--- config.mk ---
export PLATFORM = sky130hd
export DESIGN_NAME = voter_if_reg
export DESIGN_NICKNAME = d
export VERILOG_FILES = /design/src/rtl/voter_pkg.sv /design/src/rtl/voter_decode.sv /design/src/rtl/voter_if_reg.sv
export SDC_FILE = /design/constraint.sdc
export NUM_CORES = 1
export LEC_CHECK = 0
export ABC_AREA = 1
export CAP_MARGIN = 5
export CELL_PAD_IN_SITES_DETAIL_PLACEMENT = 1
export CELL_PAD_IN_SITES_GLOBAL_PLACEMENT = 1
export CORE_MARGIN = 5
export CORE_UTILIZATION = 38
export CTS_CLUSTER_DIAMETER = 50
export DETAILED_ROUTE_END_ITERATION = 8
export PLACE_DENSITY = 0.86
export SLEW_MARGIN = 20
export SYNTH_ARGS = -nofsm -noshare
export SYNTH_HDL_FRONTEND = slang
export SYNTH_SLANG_ARGS = --single-unit
--- constraint.sdc ---
create_clock -name clk -period 3.3 [get_ports clk]
set_clock_uncertainty 0.05 [all_clocks]
set_input_delay 0.495 -clock clk [delete_from_list [all_inputs] [get_ports clk]]
set_output_delay 0.495 -clock clk [all_outputs]
set_load 0.01 [all_outputs]
--- src/rtl/voter_pkg.sv ---
// Shared constants for the four-seat vote decision unit.
package voter_pkg;

  typedef logic [2:0] verdict_t;

  localparam verdict_t VERDICT_WIN  = 3'b100;
  localparam verdict_t VERDICT_TIE  = 3'b010;
  localparam verdict_t VERDICT_FAIL = 3'b001;
  localparam verdict_t VERDICT_NONE = 3'b000;

  localparam int N_VOTERS   = 4;
  localparam int WIN_THRESH = 3;

  // Map a yes count onto the one-hot verdict encoding.
  function automatic verdict_t count_to_verdict(input logic [2:0] cnt);
    if (cnt >= 3'(WIN_THRESH)) begin
      return VERDICT_WIN;
    end else if (cnt == 3'd2) begin
      return VERDICT_TIE;
    end else begin
      return VERDICT_FAIL;
    end
  endfunction

endpackage

--- src/rtl/voter_decode.sv ---
// Combinational ballot decoder: yes-vote popcount plus one-hot verdict.
module voter_decode
  import voter_pkg::*;
(
  input  logic [N_VOTERS-1:0] ballot_i,
  output logic [2:0]          yes_cnt_o,
  output logic [3:1]          verdict_o
);

  // Count yes votes 3 bits wide so that four yes votes cannot overflow.
  always_comb begin
    yes_cnt_o = 3'd0;
    for (int k = 0; k < N_VOTERS; k++) begin
      yes_cnt_o = yes_cnt_o + {2'b00, ballot_i[k]};
    end
  end

  assign verdict_o = count_to_verdict(yes_cnt_o);

endmodule

--- src/rtl/voter_if_reg.sv ---
// Registered vote decision stage with saturating per-verdict tallies.
// Every output comes straight from a flop; there is no input-to-output path.
module voter_if_reg
  import voter_pkg::*;
#(
  parameter int CNT_W = 8
) (
  input  logic             clk,
  input  logic             rst,
  input  logic [3:0]       I,
  input  logic             i_valid,
  output logic [3:1]       O,
  output logic             o_valid,
  output logic [2:0]       yes_cnt,
  output logic [CNT_W-1:0] win_tally,
  output logic [CNT_W-1:0] tie_tally,
  output logic [CNT_W-1:0] fail_tally
);

  logic [2:0] yes_cnt_d;
  logic [3:1] verdict_d;

  logic [3:1] verdict_q;
  logic       valid_q;
  logic [2:0] yes_cnt_q;

  voter_decode u_decode (
    .ballot_i  (I),
    .yes_cnt_o (yes_cnt_d),
    .verdict_o (verdict_d)
  );

  // Capture the verdict of each accepted ballot; hold it while the input is idle.
  always_ff @(posedge clk) begin
    if (rst) begin
      verdict_q <= VERDICT_NONE;
      valid_q   <= 1'b0;
      yes_cnt_q <= 3'd0;
    end else begin
      valid_q <= i_valid;
      if (i_valid) begin
        verdict_q <= verdict_d;
        yes_cnt_q <= yes_cnt_d;
      end
    end
  end

  // Tally index gi follows verdict bit gi+1: 0 = fail, 1 = tie, 2 = win.
  for (genvar gi = 0; gi < 3; gi++) begin : g_tally
    logic [CNT_W-1:0] tally_q;

    // Saturating count of accepted ballots that produced this verdict.
    always_ff @(posedge clk) begin
      if (rst) begin
        tally_q <= '0;
      end else if (i_valid && verdict_d[gi+1] && (tally_q != {CNT_W{1'b1}})) begin
        tally_q <= tally_q + 1'b1;
      end
    end
  end

  assign O          = verdict_q;
  assign o_valid    = valid_q;
  assign yes_cnt    = yes_cnt_q;
  assign fail_tally = g_tally[0].tally_q;
  assign tie_tally  = g_tally[1].tally_q;
  assign win_tally  = g_tally[2].tally_q;

endmodule

==> results.sh <==
export IMPL_drt_iter0_markers=96
export IMPL_syn_inst=249
export IMPL_num_fill_cells=588
export IMPL_slowest_delay_ns=0.40
export IMPL_dieArea_mm2=0.00597
export IMPL_routedWlPerCell_um=13.0
export IMPL_via_per_inst=4.97
export IMPL_r2r_start="fail_tally[0]"
export IMPL_placementRows=24
export IMPL_cp_arrival_ns=2.72
export IMPL_power_density_mw_per_mm2=397
export IMPL_most_common_layout_cells="nand2_1, nor2_1, clkdlybuf4s50_1"
export IMPL_grt_pass1_wl_mm=7.82
export IMPL_die_y_um=77.3
export IMPL_p_sw_uw=216
export IMPL_pwr_share_comb_pct=12.9
export IMPL_period_minus_slack_ns=2.55
export IMPL_grt_util_all_layers_pct=15.6
export IMPL_htree_levels=2
export IMPL_ant_nets=0
export IMPL_synth_seq_cells=31
export IMPL_synthesis_area_mm2=0.00172
export IMPL_ir_drop_mv=0.254
export IMPL_vias=1686
export IMPL_outcome="complete, no violations"
export IMPL_rsz0062_at_grt="false"
export IMPL_cts_buffer_depth=2
export IMPL_slew_headroom_pct=72.2
export IMPL_path_clk_slew_ns=0.07
export IMPL_finalHoldViolations=0
export IMPL_core_mm2=0.00438
export IMPL_grt_overflow=0
export IMPL_area_growth_pct=28.0
export IMPL_crit_type="in -> reg"
export IMPL_yosysWarnings=0
export IMPL_final_core_utilization_pct=50.2
export IMPL_io_buffers=37
export IMPL_tightest_slew_ns=0.416
export IMPL_yosysUniqueCellTypes=26
export IMPL_clock_sinks=31
export IMPL_min_period_over_period_pct=77.1
export IMPL_critPathBufInv=2
export IMPL_slew_viol_final=0
export IMPL_antenna_cells=0
export IMPL_drc=0
export IMPL_crit_chain="clkdlybuf4s50_1 > ha_1 > inv_1 > fa_1 > ha_1 > nand3_4 > nor2_4 > nand3_1 > nand2_1 > nand2_1 > nor2_1"
export IMPL_max_freq_mhz=393
export IMPL_cts_buffers=5
export IMPL_ios=38
export IMPL_p_int_uw=657
export IMPL_grt_max_degree=21
export IMPL_holdBufCountCts=0
export IMPL_start_util_pct=39.2
export IMPL_hpwl_mm=3.25
export IMPL_first_pass_iters=4
export IMPL_cts_repair_resized=0
export IMPL_holdWs_ns=0.419
export IMPL_critPathMaxFanout=12
export IMPL_grt_pass1_vias=1695
export IMPL_nets=301
export IMPL_max_cap_violations=0
export IMPL_final_common_cell="nand2_1"
export IMPL_end_kind="flip-flop"
export IMPL_clk_latency_ns=0.28
export IMPL_pwr_share_clk_pct=41.6
export IMPL_cpMaxStageDelayCell="clkdlybuf4s50_1"
export IMPL_cts_root_buf="clkbuf_8"
export IMPL_required_ns=3.47
export IMPL_worstSetupStartpoint="I[0]"
export IMPL_setup_viol=0
export IMPL_antenna_found_initial=0
export IMPL_synth_nets=263
export IMPL_gp_congestion=0.750
export IMPL_start_kind="input port"
export IMPL_setup_tns_ns=0
export IMPL_min_from="yes_cnt[1]"
export IMPL_fp_dieW_um=77.3
export IMPL_drive_above_1_share_pct=7.67
export IMPL_critPathTopFamily="adder cells"
export IMPL_cts_setup_buffers=0
export IMPL_syn_area_per_cell_um2=6.91
export IMPL_hp_class="reg -> reg"
export IMPL_drt_total_wl_mm=4.39
export IMPL_seqPwrFrac_pct=45.5
export IMPL_leakagePower_nw=0.904
export IMPL_cts_tree="built"
export IMPL_ys_seq_area_share_pct=36.1
export IMPL_p_sw_share_pct=24.7
-- power groups by stage --
| stage | Sequential (mW) | Clock (mW) | Combinational, mW |
|---|---|---|---|
| 2_1_floorplan | 0.410 | 0 | 0.0683 |
| 3_3_place_gp | 0.405 | 0 | 0.111 |
| 3_5_place_dp | 0.406 | 0 | 0.114 |
| 4_1_cts | 0.397 | 0.373 | 0.115 |
| 5_1_grt | 0.399 | 0.391 | 0.128 |
| 6_report | 0.397 | 0.363 | 0.113 |
-- state kept, by name, indices dropped and copies added, names as in the netlist --
name	flops
o_valid	1
O	3
yes_cnt	3
win_tally	8
tie_tally	8
fail_tally	8
-- metrics by stage --
step / cells / area (um2) / total power, mW / setup WS, ns
detailed placement: 332 / 2100 / 0.520 / 0.478
CTS: 339 / 2200 / 0.886 / 0.745
finish: 339 / 2200 / 0.873 / 0.755
global placement: 332 / 2100 / 0.516 / 0.551
global route: 339 / 2200 / 0.918 / 0.610
floorplan: 249 / 1720 / 0.478 / 1.12
-- cell type report --
type                       count  area [um2]  area share (%)
multi-input combinational    180         917            41.6
sequential                    31         621            28.2
timing repair buffer          38         378            17.2
inverter                      31         119            5.40
clock buffer                   6        72.6            3.30
tap                           52        65.1            2.95
clock inverter                 1        30.0            1.36
-- metal layers --
metal	up-vias	part of all wire, %	global-route usage, %
met2	28	51	27.6
met5	-	0	0
met1	792	45	19.1
met3	4	3.4	3.63
li1	862	-	-
met4	0	0.61	3.44
-- synthesized netlist by cell type --
cell type  number  share of area, %
nand2_4         2               1.3
nor3_1          2              0.58
nand4_1        11               4.0
clkbuf_8        1              0.80
buf_2           1              0.29
nor2_4          2               1.3
nor2_2          3               1.1
xor2_1          4               2.0
a21oi_1        14               4.1
a21oi_2         1              0.51
nand3b_1        2              0.87
buf_6           3               2.0
inv_4           1              0.36
nor2_1         37               8.1
nand3_1        19               5.5
buf_4           1              0.44
nand2_1        67                15
o21ai_0         2              0.58
fa_1            1               1.2
nand2_2         5               1.8
inv_1          30               6.5
buf_1           1              0.22
nand3_4         1               1.0
dfxtp_1        31                36
a31oi_1         1              0.36
ha_1            6               4.4
-- final timing paths --
kind | to | slack, ns | cells after the start
max | tie_tally[4] | 0.75 | 11
min | yes_cnt[1] | 0.42 | 2
max reg2reg | fail_tally[7] | 1.65 | 8
min reg2reg | yes_cnt[1] | 0.42 | 2
-- logic make-up (layout without fill, tap and decap cells) --
family | after synthesis | count (layout) | share of synthesized area [%]
AO/OA/AOI/OAI | 18 | 18 | 5.53
XOR/XNOR | 4 | 4 | 2.04
adder cells (fa/ha/maj) | 7 | 7 | 5.53
buffers and inverters | 38 | 76 | 10.6
flip-flops | 31 | 31 | 36.1
AND/OR/NAND/NOR | 151 | 151 | 40.2
-- worst min-delay path, cell delays in order, from the launching register on --
cell and delay (ns):
dfxtp_1 0.31, nand2_1 0.06, a21oi_1 0.05
Power figures use the tool's default switching activity.
